$ cat src/rtl/hdmi_frame_monitor_if.sv
// Pixel stream handshake: RGB 8/8/8 with hsync/vsync/vde timing, valid from the
// source and ready from the sink.
interface hdmi_frame_monitor_if;
    logic [7:0] r;
    logic [7:0] g;
    logic [7:0] b;
    logic       hsync;
    logic       vsync;
    logic       vde;
    logic       valid;
    logic       ready;

    modport master (output r, g, b, hsync, vsync, vde, valid, input ready);
    modport slave  (input r, g, b, hsync, vsync, vde, valid, output ready);
endinterface

$ cat src/rtl/hdmi_frame_monitor.sv
// Pixel stream sink: drives ready (optionally LFSR backpressure), measures frame
// geometry against the configured resolution and sums r+g+b per frame.
module hdmi_frame_monitor #(
    parameter int unsigned XResolution = 1920,
    parameter int unsigned YResolution = 1080,
    parameter int unsigned CntWidth    = 12,
    parameter logic [15:0] LfsrSeed    = 16'hACE1
) (
    input  logic                clk_i,
    input  logic                rst_i,
    input  logic                bp_en_i,
    input  logic                err_clr_i,
    hdmi_frame_monitor_if.slave pix_if,
    output logic                frame_done_o,
    output logic [15:0]         frame_cnt_o,
    output logic [CntWidth-1:0] line_len_o,
    output logic [CntWidth-1:0] line_cnt_o,
    output logic [15:0]         checksum_o,
    output logic                err_line_len_o,
    output logic                err_line_cnt_o,
    output logic                err_proto_o
);

    localparam logic [15:0]         LfsrInit = (LfsrSeed == 16'h0000) ? 16'h0001 : LfsrSeed;
    localparam logic [CntWidth-1:0] CntMax   = '1;
    localparam logic [CntWidth-1:0] XRes     = CntWidth'(XResolution);
    localparam logic [CntWidth-1:0] YRes     = CntWidth'(YResolution);

    typedef enum logic [1:0] {SYNC_WAIT, VSYNC, ACTIVE} state_e;

    state_e              state_q, state_d;
    logic [15:0]         lfsr_q, lfsr_d;
    logic                ready_q, ready_d;
    logic [CntWidth-1:0] pix_q, pix_d;
    logic [CntWidth-1:0] lines_q, lines_d;
    logic [15:0]         chk_q, chk_d;
    logic                prev_vde_q, prev_vde_d;
    logic [CntWidth-1:0] line_len_q, line_len_d;
    logic [CntWidth-1:0] line_cnt_q, line_cnt_d;
    logic [15:0]         checksum_q, checksum_d;
    logic [15:0]         frame_cnt_q, frame_cnt_d;
    logic                frame_done_q, frame_done_d;
    logic                err_len_q, err_len_d;
    logic                err_cnt_q, err_cnt_d;
    logic                err_proto_q, err_proto_d;

    logic                beat;
    logic                vde_eff;
    logic                process_beat;
    logic [9:0]          pix_sum;
    logic                unused_hsync;

    assign unused_hsync = pix_if.hsync;
    assign beat         = pix_if.valid & ready_q;
    // A beat carrying both vsync and vde is a protocol error; its pixel is dropped.
    assign vde_eff      = pix_if.vde & ~pix_if.vsync;
    assign pix_sum      = 10'(pix_if.r) + 10'(pix_if.g) + 10'(pix_if.b);

    // Next-state logic: sync FSM, counters, geometry capture and sticky flags.
    always_comb begin
        state_d      = state_q;
        lfsr_d       = {lfsr_q[14:0], lfsr_q[15] ^ lfsr_q[13] ^ lfsr_q[12] ^ lfsr_q[10]};
        ready_d      = bp_en_i ? lfsr_q[0] : 1'b1;
        pix_d        = pix_q;
        lines_d      = lines_q;
        chk_d        = chk_q;
        prev_vde_d   = prev_vde_q;
        line_len_d   = line_len_q;
        line_cnt_d   = line_cnt_q;
        checksum_d   = checksum_q;
        frame_cnt_d  = frame_cnt_q;
        frame_done_d = 1'b0;
        err_len_d    = err_len_q & ~err_clr_i;
        err_cnt_d    = err_cnt_q & ~err_clr_i;
        err_proto_d  = err_proto_q & ~err_clr_i;
        process_beat = 1'b0;

        if (beat) begin
            if (pix_if.vsync && pix_if.vde) begin
                err_proto_d = 1'b1;
            end
            case (state_q)
                SYNC_WAIT: if (pix_if.vsync) state_d = VSYNC;
                VSYNC: begin
                    if (!pix_if.vsync) begin
                        state_d      = ACTIVE;
                        process_beat = 1'b1;
                    end
                end
                ACTIVE:  process_beat = 1'b1;
                default: state_d = SYNC_WAIT;
            endcase
        end

        if (process_beat) begin
            if (vde_eff) begin
                if (pix_q != CntMax) pix_d = pix_q + CntWidth'(1);
                chk_d      = chk_q + 16'(pix_sum);
                prev_vde_d = 1'b1;
            end else if (prev_vde_q) begin
                line_len_d = pix_q;
                if (pix_q != XRes) err_len_d = 1'b1;
                if (lines_q != CntMax) lines_d = lines_q + CntWidth'(1);
                pix_d      = '0;
                prev_vde_d = 1'b0;
            end
            // Frame end sees the line count including a line closed on this same beat.
            if (pix_if.vsync) begin
                line_cnt_d   = lines_d;
                checksum_d   = chk_q;
                if (lines_d != YRes) err_cnt_d = 1'b1;
                frame_done_d = 1'b1;
                if (frame_cnt_q != 16'hFFFF) frame_cnt_d = frame_cnt_q + 16'd1;
                lines_d      = '0;
                pix_d        = '0;
                chk_d        = '0;
                state_d      = VSYNC;
            end
        end
    end

    // State and output registers.
    always_ff @(posedge clk_i or posedge rst_i) begin
        if (rst_i) begin
            state_q      <= SYNC_WAIT;
            lfsr_q       <= LfsrInit;
            ready_q      <= 1'b0;
            pix_q        <= '0;
            lines_q      <= '0;
            chk_q        <= '0;
            prev_vde_q   <= 1'b0;
            line_len_q   <= '0;
            line_cnt_q   <= '0;
            checksum_q   <= '0;
            frame_cnt_q  <= '0;
            frame_done_q <= 1'b0;
            err_len_q    <= 1'b0;
            err_cnt_q    <= 1'b0;
            err_proto_q  <= 1'b0;
        end else begin
            state_q      <= state_d;
            lfsr_q       <= lfsr_d;
            ready_q      <= ready_d;
            pix_q        <= pix_d;
            lines_q      <= lines_d;
            chk_q        <= chk_d;
            prev_vde_q   <= prev_vde_d;
            line_len_q   <= line_len_d;
            line_cnt_q   <= line_cnt_d;
            checksum_q   <= checksum_d;
            frame_cnt_q  <= frame_cnt_d;
            frame_done_q <= frame_done_d;
            err_len_q    <= err_len_d;
            err_cnt_q    <= err_cnt_d;
            err_proto_q  <= err_proto_d;
        end
    end

    assign pix_if.ready   = ready_q;
    assign frame_done_o   = frame_done_q;
    assign frame_cnt_o    = frame_cnt_q;
    assign line_len_o     = line_len_q;
    assign line_cnt_o     = line_cnt_q;
    assign checksum_o     = checksum_q;
    assign err_line_len_o = err_len_q;
    assign err_line_cnt_o = err_cnt_q;
    assign err_proto_o    = err_proto_q;

endmodule

$ cat src/flat_wrapper.sv
// flat-port wrapper written by rule: the top's interface ports become plain ports
module hdmi_frame_monitor_flat 
#(
    parameter int unsigned XResolution = 1920,
    parameter int unsigned YResolution = 1080,
    parameter int unsigned CntWidth    = 12,
    parameter logic [15:0] LfsrSeed    = 16'hACE1
)
  (clk_i, rst_i, bp_en_i, err_clr_i, frame_done_o, frame_cnt_o, line_len_o, line_cnt_o, checksum_o, err_line_len_o, err_line_cnt_o, err_proto_o, pix_if_r, pix_if_g, pix_if_b, pix_if_hsync, pix_if_vsync, pix_if_vde, pix_if_valid, pix_if_ready);
  hdmi_frame_monitor_if pix_if_i ();
  input  logic clk_i;
  input  logic rst_i;
  input  logic bp_en_i;
  input  logic err_clr_i;
  output logic frame_done_o;
  output logic [15:0] frame_cnt_o;
  output logic [CntWidth-1:0] line_len_o;
  output logic [CntWidth-1:0] line_cnt_o;
  output logic [15:0] checksum_o;
  output logic err_line_len_o;
  output logic err_line_cnt_o;
  output logic err_proto_o;
  input wire logic [$bits(pix_if_i.r)-1:0] pix_if_r;
  input wire logic [$bits(pix_if_i.g)-1:0] pix_if_g;
  input wire logic [$bits(pix_if_i.b)-1:0] pix_if_b;
  input wire logic [$bits(pix_if_i.hsync)-1:0] pix_if_hsync;
  input wire logic [$bits(pix_if_i.vsync)-1:0] pix_if_vsync;
  input wire logic [$bits(pix_if_i.vde)-1:0] pix_if_vde;
  input wire logic [$bits(pix_if_i.valid)-1:0] pix_if_valid;
  output wire logic [$bits(pix_if_i.ready)-1:0] pix_if_ready;
  assign pix_if_i.r = pix_if_r;
  assign pix_if_i.g = pix_if_g;
  assign pix_if_i.b = pix_if_b;
  assign pix_if_i.hsync = pix_if_hsync;
  assign pix_if_i.vsync = pix_if_vsync;
  assign pix_if_i.vde = pix_if_vde;
  assign pix_if_i.valid = pix_if_valid;
  assign pix_if_ready = pix_if_i.ready;
  hdmi_frame_monitor #(.XResolution(XResolution), .YResolution(YResolution), .CntWidth(CntWidth), .LfsrSeed(LfsrSeed)) u_core (.clk_i(clk_i), .rst_i(rst_i), .bp_en_i(bp_en_i), .err_clr_i(err_clr_i), .pix_if(pix_if_i), .frame_done_o(frame_done_o), .frame_cnt_o(frame_cnt_o), .line_len_o(line_len_o), .line_cnt_o(line_cnt_o), .checksum_o(checksum_o), .err_line_len_o(err_line_len_o), .err_line_cnt_o(err_line_cnt_o), .err_proto_o(err_proto_o));
endmodule
$ cat config.mk
export PLATFORM = sky130hd
export DESIGN_NAME = hdmi_frame_monitor_flat
export DESIGN_NICKNAME = d
export VERILOG_FILES = /design/src/rtl/hdmi_frame_monitor_if.sv /design/src/rtl/hdmi_frame_monitor.sv /design/src/flat_wrapper.sv
export SDC_FILE = /design/constraint.sdc
export NUM_CORES = 1
export LEC_CHECK = 0
export CAP_MARGIN = 0
export CORE_MARGIN = 3
export CORE_UTILIZATION = 50
export CTS_CLUSTER_DIAMETER = 30
export DETAILED_ROUTE_END_ITERATION = 10
export GPL_ROUTABILITY_DRIVEN = 0
export MAX_ROUTING_LAYER = met4
export PLACE_DENSITY = 0.74
export SYNTH_ARGS = -nofsm -noshare
export SYNTH_HDL_FRONTEND = slang
export SYNTH_SLANG_ARGS = --single-unit
$ cat constraint.sdc
create_clock -name clk_i -period 5.5 [get_ports clk_i]
set_clock_uncertainty 0.2 [all_clocks]
set_input_delay 0.825 -clock clk_i [delete_from_list [all_inputs] [get_ports clk_i]]
set_output_delay 0.825 -clock clk_i [all_outputs]
set_load 0.005 [all_outputs]
==> results.ini, run 1 <==
[timing]
hold_viol = 0
hold_slack_ns = 0.151
fmax_mhz = 194
fin_crit_sh_pct = 93.6
period_needed_ns = 5.15
setup_viol = 0
max_slew_margin_pct = 36.2
tightest_slew_ns = 0.953
finalMaxSlewViolations = 0
grt_setup_unrepaired = false

[yosys]
synth.top_cells.by_count = dfrtp_1, nand2_1, o21ai_0, nor2_1, ha_1
synthArstFlopShare_pct = 100
synth.area.top_cells = dfrtp_1, ha_1, nand2_1, xnor2_1, o21ai_0
synth_most_common_cell = dfrtp_1
ys_types = 63
netlist.area_leader.share_pct = 43.3
synth_warnings = 0
synth_edf_count = 0
yosysSeqAreaShare_pct = 46.6
syn-num-nets = 736
synth_area_per_cell_um2 = 9.73
netlist_area_mm2 = 0.00647
syn_inst = 665
synth.largest_area_cell = dfrtp_1
ys_ff_latch = 120
ys.flop_type = dfrtp_1

[worst_hold_path]
hold_depth = 0
min_from = u_core.lfsr_q[8]
min_to = u_core.lfsr_q[9]
hold_path_class = flop to flop

[layout]
diodes = 0
drive_gt1_share_pct = 9.60
stdcell_area_mm2 = 0.00819
fin_nets = 829
syn_to_final_growth_pct = 26.5

[placed_design]
hpwl_um = 10500
postPlaceCellArea_mm2 = 0.00754
io_buffers = 91

[global_routing]
grt_pass1_vias = 5305
antenna_found_initial = 0
grt_start_max_net_pins = 58
grt-ovfl-total = 0
grt_first_pass_wirelength_um = 24800
grtUsageTotal_pct = 21.9

[routing]
num_vias = 5289
routed_wl_um = 14900
drc_errors = 0
vias_per_cell = 5.63
drt_iter0_drc = 380
ant_nets = 0
wl_per_cell_um = 15.9
firstDrtPassIters = 5

[clock_tree]
ctsResizeCount = 0
cts-buffers-inserted = 17
cts_sinks = 120
cts_buffer_depth = 2
h-tree-depth = 4
cts_root_buffer = clkbuf_16
post-cts-setup-buffer-count = 0
clk_pin_slew_ns = 0.06
cts_tree = yes
clk_latency_ns = 0.41
holdBufCountCts = 0

[power]
ir_drop_mv = 0.247
p_leak_nw = 3.67
powerDensity_mw_per_mm2 = 377

[floorplan]
dieHeight_um = 120
start_util_pct = 52.6
rows = 40
core_area_mm2 = 0.0123
die-area_mm2 = 0.0143
ioPinCount = 93
die_w_um = 120

[worst_setup_path]
r2r_slack_ns = 2.28
r2r_start = u_core.state_q[0]
worstRegToRegCells = 8
critical_path_class = primary input to flop
cp.required_ns = 5.64
start_kind = primary input
rr_endpoint = u_core.frame_cnt_o[10]
crit_arrival_ns = 5.28
crit_fanout = 6
critPathCaptureType = flop

[outcome]
status = finished, final reports clean

[run]
drv_cap = 0

==> routing by layer <==
layer / share of wire (%) / GRT usage [%]
met3: 4.7 / 4.52
met4: 1.6 / 7.87
met2: 52 / 37.8
met5: 0 / -
met1: 42 / 25.5
==> critical path, cell delays in order <==
cell             delay, ns
clkdlybuf4s50_1       0.46
ha_1                  0.16
inv_1                 0.06
fa_1                  0.38
nor2b_1               0.12
o21ai_0               0.11
a21boi_1              0.19
o21ai_0               0.12
nor2b_1               0.16
xnor2_1               0.12
ha_1                  0.29
or2_2                 0.31
a21oi_1               0.19
a21oi_1               0.07
xnor2_1               0.17
ha_1                  0.35
a21o_1                0.15
a21oi_1               0.07
nor2_1                0.13
a31oi_1               0.06
buf_4                 0.19
or4_1                 0.48
nand3_1               0.10
==> cells in the final DEF (no fill, tap or decap), drive strengths merged, types with 26 or more instances in the layout <==
| cell type | netlist | final |
|---|---|---|
| dfrtp | 112 | 112 |
| nand2 | 101 | 101 |
| clkdlybuf4s50 | 0 | 91 |
| o21ai | 52 | 52 |
| nor2 | 39 | 39 |
| ha | 36 | 36 |
| xnor2 | 34 | 34 |
| inv | 26 | 29 |
| nand3 | 27 | 27 |
| a21oi | 26 | 26 |
==> logic make-up (layout without fill, tap and decap cells) <==
group,count (synthesis),in the layout,share of synthesized area (%)
compound gates,147,147,14.9
xor+xnor,52,52,7.04
simple gates,242,242,18.0
mux,12,12,2.07
buf+inv,53,159,3.50
fa+ha+maj,39,39,7.89
flops,120,120,46.6
==> how the worst max path moves through the flow <==
stage	from	endpoint	slack [ns]	cells after the start
2_1_floorplan	pix_if_g[0]	u_core.chk_q[15]	0.82	21
3_3_place_gp	pix_if_g[0]	u_core.chk_q[15]	0.09	23
3_5_place_dp	pix_if_g[0]	u_core.chk_q[15]	-0.06	23
4_1_cts	pix_if_g[0]	u_core.chk_q[15]	0.30	23
5_1_grt	pix_if_g[0]	u_core.chk_q[15]	0.07	23
6_report	pix_if_g[0]	u_core.chk_q[15]	0.35	23
==> state kept, by name, summed over array words and instances, names as in the netlist <==
register,cells
u_core.err_proto_o,1
u_core.lfsr_q,16
u_core.frame_cnt_o,16
u_core.err_line_len_o,1
u_core.frame_done_o,1
u_core.line_len_o,12
u_core.pix_if.ready,1
u_core.line_cnt_o,12
u_core.lines_q,12
u_core.pix_q,12
u_core.checksum_o,16
u_core.state_q,2
u_core.err_line_cnt_o,1
u_core.prev_vde_q,1
u_core.chk_q,16
==> through the flow <==
stage	cells	util [%]	power [mW]	worst slack [ns]	setup TNS, ns
after CTS	939	66.5	3.10	0.303	0
after floorplan	665	-	1.60	0.816	0
after global placement	907	61.3	1.83	0.0914	0
after detailed placement	907	61.3	1.88	-0.0627	-0.0627
after global routing	939	66.5	3.24	0.0675	0
final	939	66.5	3.09	0.352	0
==> final cells by class <==
class	count	area (um^2)
Clock buffer	19	453
Clock inverter	13	191
Fill cell	1008	4130
Inverter	26	100
Multi-Input combinational cell	492	3230
Sequential cell	120	3010
Tap cell	168	210
Timing Repair Buffer	101	986
==> power breakdown <==
| group | total [mW] | internal [mW] | switching [mW] |
|---|---|---|---|
| registers | 1.09 | 0.984 | 0.107 |
| logic | 0.793 | 0.376 | 0.418 |
| clock network | 1.20 | 0.787 | 0.415 |
| total | 3.09 | 2.15 | 0.940 |
No activity file was read; power rests on OpenSTA's default activity.
==> run 2, diff against run 1 <==
- CORE_UTILIZATION: 50 -> 55
- PLACE_DENSITY: 0.74 -> 0.8
==> run 2 against run 1 <==
Effect of this change:
- first-iteration DRC count is the same
- largest power group is now sequential cells
- final cell count shrank 3.2%
- wire length is essentially flat
- largest cell class unchanged
- core utilization grew 5.7 points
- worst hold slack gained 0.0046 ns
- global-route usage grew 2.5 points
- via count grew 0.45%
- critical path type unchanged
- register-to-register slack gained 0.02 ns
- highest routed layer unchanged
- design area shrank 1.5%
==> results.ini, run 2 (synthesis results as in run 1) <==
[floorplan]
die_w_um = 114  ; -4.4%
ioPinCount = 93  ; unchanged
rows = 38  ; -5.0%
start_util_pct = 57.9  ; +5.4 points
die-area_mm2 = 0.0131  ; -8.6%
dieHeight_um = 114  ; -4.4%
core_area_mm2 = 0.0112  ; -9.2%

[worst_setup_path]
r2r_slack_ns = 2.30  ; +0.02 ns
crit_buf_inv = 3  ; unchanged
rr_endpoint = u_core.frame_cnt_o[12]
start_kind = primary input
cp_slowest_stage_delay_ns = 0.46  ; -0.02 ns
critical_path_class = primary input to flop
crit_arrival_ns = 5.30  ; +0.02 ns
critical_path.most_common_cell = ha_1
cp_cell_sequence = clkdlybuf4s50_1 -> ha_1 -> inv_1 -> fa_1 -> nor2b_1 -> o21ai_0 -> a21boi_1 -> o21ai_0 -> nor2b_1 -> xnor2_1 -> ha_1 -> or2_2 -> a21oi_2 -> a21oi_1 -> xnor2_1 -> ha_1 -> a21o_1 -> a21oi_1 -> nor2_1 -> a31oi_1 -> buf_4 -> or4_1 -> nand3_1
crit_family = simple AND/OR/NAND/NOR gates
critPathCaptureType = flop
cp.required_ns = 5.65  ; about the same
crit_fanout = 6  ; unchanged
slowest_stage = clkdlybuf4s50_1
r2r_start = u_core.state_q[0]
worstRegToRegCells = 8  ; unchanged

[layout]
layout.cells.non_filler = 909  ; -3.2%
stdcell_area_mm2 = 0.00806  ; -1.5%
syn_to_final_growth_pct = 24.6
layout_common_cells = dfrtp_1, nand2_1, clkdlybuf4s50_1
diodes = 0  ; unchanged
layout_commonest_cell = dfrtp_1
fin_nets = 827  ; -0.24%
fin_util_pct = 72.1  ; +5.7 points
drive_gt1_share_pct = 9.10  ; -0.50 points

[placed_design]
place_inst = 877  ; -3.3%
postPlaceCellArea_mm2 = 0.00749  ; -0.66%
hpwl_um = 10300  ; -1.2%
io_buffers = 91  ; unchanged

[power]
powerDensity_mw_per_mm2 = 365  ; -3.2%
p_leak_nw = 3.62  ; -1.3%
ir_drop_mv = 0.256  ; +3.7%

[timing]
fin_crit_sh_pct = 93.6  ; about the same
tightest_slew_ns = 1.03  ; +0.0758 ns
max_slew_margin_pct = 31.4  ; -4.8 points
hold_slack_ns = 0.155  ; +0.00460 ns
finalMaxSlewViolations = 0  ; unchanged
fmax_mhz = 194  ; about the same
setup_viol = 0  ; unchanged
hold_viol = 0  ; unchanged
grt_setup_unrepaired = false
period_needed_ns = 5.15  ; +0.00252 ns
setup_tns_ns = 0  ; unchanged

[clock_tree]
h-tree-depth = 4  ; unchanged
cts_buffer_depth = 2  ; unchanged
cts-buffers-inserted = 17  ; unchanged
cts_root_buffer = clkbuf_16
cts_sinks = 120  ; unchanged
cts_tree = yes
clk_pin_slew_ns = 0.06  ; about the same
clk_latency_ns = 0.42  ; about the same
post-cts-setup-buffer-count = 0  ; unchanged

[global_routing]
grt_start_max_net_pins = 87  ; +50%
grt_first_pass_wirelength_um = 25000  ; +0.47%
antenna_found_initial = 0  ; unchanged
grt_pass1_vias = 5309  ; +0.075%
grt-ovfl-total = 0  ; unchanged
grtUsageTotal_pct = 24.4  ; +2.5 points

[routing]
num_vias = 5313  ; +0.45%
top_layer_used = met4
dr_wl_met3_um = 848  ; +21%
vias_per_cell = 5.84  ; +3.8%
wl_per_cell_um = 16.4  ; +3.3%
firstDrtPassIters = 7  ; +2
drc_errors = 0  ; unchanged
ant_nets = 0  ; unchanged
met1_length_um = 6270  ; +1.0%
wl_met2_um = 7450  ; -3.8%
drt_iter0_drc = 380  ; unchanged
routed_wl_um = 14900  ; about the same

[worst_hold_path]
hold_path_class = flop to flop
hold_depth = 0  ; unchanged
min_to = u_core.lfsr_q[4]
min_from = u_core.lfsr_q[3]

[run]
drv_cap = 0  ; unchanged

[outcome]
status = finished, final reports clean

run 2: cell type report:
cell class | count | area [um^2]
clock buffers | 20 | 437
well taps | 140 | 175
inverters | 26 | 100
clock inverters | 12 | 129
flip-flops and latches | 120 | 3010
repair buffers | 99 | 971
multi-input cells | 492 | 3240
fillers | 783 | 3110
run 2: what timing repair did:
action	CTS	global route
hold buffers	0	0
gates resized for setup	0	2
setup endpoints to repair	0	3
run 2: report_power, final:
part / internal, mW / leakage, nW / total [mW] / switching [mW]
Combinational: 0.377 / 1.73 / 0.788 / 0.411
Sequential: 0.984 / 1.63 / 1.09 / 0.107
Clock: 0.663 / 0.270 / 1.06 / 0.398
run 2: worst max-delay path by stage:
stage	start	to	slack, ns	cells past startpoint
6_report	pix_if_g[0]	u_core.chk_q[15]	0.35	23
3_5_place_dp	pix_if_g[0]	u_core.chk_q[15]	-0.15	23
5_1_grt	pix_if_g[0]	u_core.chk_q[15]	0.02	23
3_3_place_gp	pix_if_g[0]	u_core.chk_q[15]	0.09	23
2_1_floorplan	pix_if_g[0]	u_core.chk_q[15]	0.82	21
4_1_cts	pix_if_g[0]	u_core.chk_q[15]	0.24	23
run 2: metrics by stage:
step           setup WS [ns]  total power, mW
2_1_floorplan          0.816             1.60
3_3_place_gp          0.0922             1.82
3_5_place_dp          -0.151             1.87
4_1_cts                0.241             2.95
5_1_grt               0.0200             3.10
6_report               0.350             2.94
run 2: worst reg2reg max path, stage by stage, from the launching register on:
cell     delay, ns
dfrtp_1       0.45
inv_1         0.11
ha_1          0.30
and3_1        0.21
nand3_2       0.34
buf_4         0.39
inv_1         0.60
nand4_1       0.28
xnor2_1       0.20
run 2: per-layer routing:
layer | track usage, % | up-vias
met3 | 4.02 | 29
met2 | 40.0 | 203
met4 | 11.1 | 0
met1 | 29.7 | 2551
li1 | - | 2530
met5 | - | -
==> run 3, diff against run 2 <==
- CORE_MARGIN: 3 -> 5
==> run 3 against run 2 <==
Effect of this change:
- sequential power about the same
- highest routed layer unchanged
- largest cell class unchanged
- via count about the same
- power up 0.59%
- critical endpoint unchanged
- non-clock buffer count down 1
==> results.ini, run 3 (synthesis results as in run 1) <==
[worst_hold_path]
min_from = u_core.lfsr_q[5]
hold_path_class = flop to flop

[worst_setup_path]
crit_fanout = 6  ; unchanged
critPathCaptureType = flop
cp.required_ns = 5.65  ; about the same
crit_path_start = pix_if_g[0]
r2r_start = u_core.state_q[0]
crit_arrival_ns = 5.27  ; -0.03 ns
critical_path_class = primary input to flop
start_kind = primary input

[floorplan]
start_util_pct = 56.4  ; -1.5 points
core_area_mm2 = 0.0115  ; +2.6%
die_w_um = 118  ; +3.5%
rows = 39  ; +2.6%
die-area_mm2 = 0.0140  ; +7.1%
ioPinCount = 93  ; unchanged
dieHeight_um = 118  ; +3.5%

[routing]
firstDrtPassIters = 5  ; -2
num_vias = 5317  ; +0.075%
routed_wl_um = 14600  ; -2.2%
ant_nets = 0  ; unchanged
drc_errors = 0  ; unchanged
wl_per_cell_um = 16.0  ; -2.4%
drt_iter0_drc = 477  ; +26%
vias_per_cell = 5.84  ; -0.14%

[placed_design]
io_buffers = 91  ; unchanged
post-place-ws_ns = -0.110  ; +0.0409 ns
hpwl_um = 10400  ; +0.12%
place_inst = 879  ; +0.23%
postPlaceCellArea_mm2 = 0.00749  ; about the same

[timing]
grt_setup_unrepaired = false
fmax_mhz = 195  ; +0.48%
period_needed_ns = 5.13  ; -0.0246 ns
hold_slack_ns = 0.158  ; +0.00280 ns
finalMaxSlewViolations = 0  ; unchanged
max_slew_margin_pct = 31.2  ; -0.22 points
setup_viol = 0  ; unchanged
tightest_slew_ns = 1.03  ; -0.000552 ns
fin_crit_sh_pct = 93.2  ; -0.45 points
layout_setup_ws_ns = 0.374  ; +0.0246 ns
hold_viol = 0  ; unchanged

[clock_tree]
cts_tree = yes
cts-buffers-inserted = 17  ; unchanged
post-cts-setup-buffer-count = 0  ; unchanged
holdBufCountCts = 0  ; unchanged
clk_latency_ns = 0.42  ; about the same
ctsResizeCount = 0  ; unchanged
cts_buffer_depth = 2  ; unchanged
cts_root_buffer = clkbuf_16
h-tree-depth = 4  ; unchanged
clk_pin_slew_ns = 0.06  ; about the same
cts_sinks = 120  ; unchanged

[power]
power_frac_seq_pct = 36.9  ; -0.2 points
p_clk_share_pct = 36.4  ; +0.3 points
finalPower_mw = 2.96  ; +0.59%
p_switching_mw = 0.960  ; +4.8%
internal_power_mw = 2.00  ; -1.3%
comb_power_share_pct = 26.7  ; about the same
p_leak_nw = 3.62  ; about the same
ir_drop_mv = 0.227  ; -12%
powerDensity_mw_per_mm2 = 367  ; +0.51%
p_sw_share_pct = 32.5  ; +1.3 points

[layout]
layout_commonest_cell = dfrtp_1
layout_common_cells = dfrtp_1, nand2_1, clkdlybuf4s50_1
stdcell_area_mm2 = 0.00807  ; about the same
register_area_mm2 = 0.00301  ; unchanged
diodes = 0  ; unchanged
final.fill_count = 820  ; +4.7%
layout.cells.non_filler = 911  ; +0.22%
fin_nets = 826  ; -0.12%
syn_to_final_growth_pct = 24.7  ; about the same
drive_gt1_share_pct = 9.24  ; +0.14 points
multi_input_area_mm2 = 0.00323  ; -0.12%

[global_routing]
grtUsageTotal_pct = 21.6  ; -2.8 points
grt_first_pass_wirelength_um = 24600  ; -1.6%
antenna_found_initial = 0  ; unchanged
grt_start_max_net_pins = 86  ; -1.1%
grt_pass1_vias = 5205  ; -2.0%
grt-ovfl-total = 0  ; unchanged

[outcome]
status = finished, final reports clean

[run]
drv_cap = 0  ; unchanged

-- run 3: changes by cell type in the layout (fill, tap and decap cells not counted) --
cell | previous run | this run
a21oi_1 | 25 | 26
a21oi_2 | 1 | 0
buf_4 | 8 | 7
bufinv_16 | 2 | 1
clkbuf_1 | 3 | 0
clkinv_2 | 4 | 0
clkinv_4 | 3 | 1
inv_6 | 0 | 8
inv_8 | 0 | 2
-- run 3: worst paths after layout --
check	slack, ns	endpoint	cells after the start
max reg2reg	2.19	u_core.chk_q[15]	7
max	0.37	u_core.chk_q[15]	23
min	0.16	u_core.lfsr_q[6]	0
min in group asynchronous	0.81	u_core.frame_cnt_o[1]	2
max in group asynchronous	3.23	u_core.checksum_o[7]	3
min reg2reg	0.16	u_core.lfsr_q[6]	0
-- run 3: cell type report --
cell class	count	area share [%]
clock buffer	17	5.27
clock inverter	15	1.91
inverter	26	1.24
multi-input combinational	492	40.1
sequential	120	37.4
tap	143	2.22
timing repair buffer	98	11.9
-- run 3: routing by layer --
| metal | vias to the layer above | track usage, % | part of all wire [%] |
|---|---|---|---|
| met1 | 2540 | 26.0 | 41 |
| met3 | 32 | 4.78 | 6.0 |
| li1 | 2522 | - | - |
| met2 | 223 | 35.8 | 51 |
| met4 | 0 | 8.29 | 2.3 |
| met5 | - | - | 0 |
-- run 3: per-stage QoR --
step                TNS [ns]  utilization [%]
finish                     0             70.3
global route               0             70.3
CTS                        0             70.3
detailed placement    -0.110             65.3
global placement           0             65.3
floorplan                  0                -
-- run 3: power groups by stage --
stage / clock network, mW / registers, mW / logic (mW)
global route: 1.13 / 1.10 / 0.880
global placement: 0 / 1.09 / 0.728
CTS: 1.09 / 1.09 / 0.786
finish: 1.08 / 1.09 / 0.789
floorplan: 0 / 1.07 / 0.528
detailed placement: 0 / 1.10 / 0.775
-- run 3: worst max-delay path: stages --
cell and delay (ns):
clkdlybuf4s50_1 0.46, ha_1 0.16, inv_1 0.05, fa_1 0.40, nor2b_1 0.12, o21ai_0 0.11
a21boi_1 0.20, o21ai_0 0.12, nor2b_1 0.15, xnor2_1 0.12, ha_1 0.29, or2_2 0.31
a21oi_1 0.22, a21oi_1 0.08, xnor2_1 0.17, ha_1 0.35, a21o_1 0.16, a21oi_1 0.07
nor2_1 0.08, a31oi_1 0.06, buf_4 0.19, or4_1 0.48, nand3_1 0.10
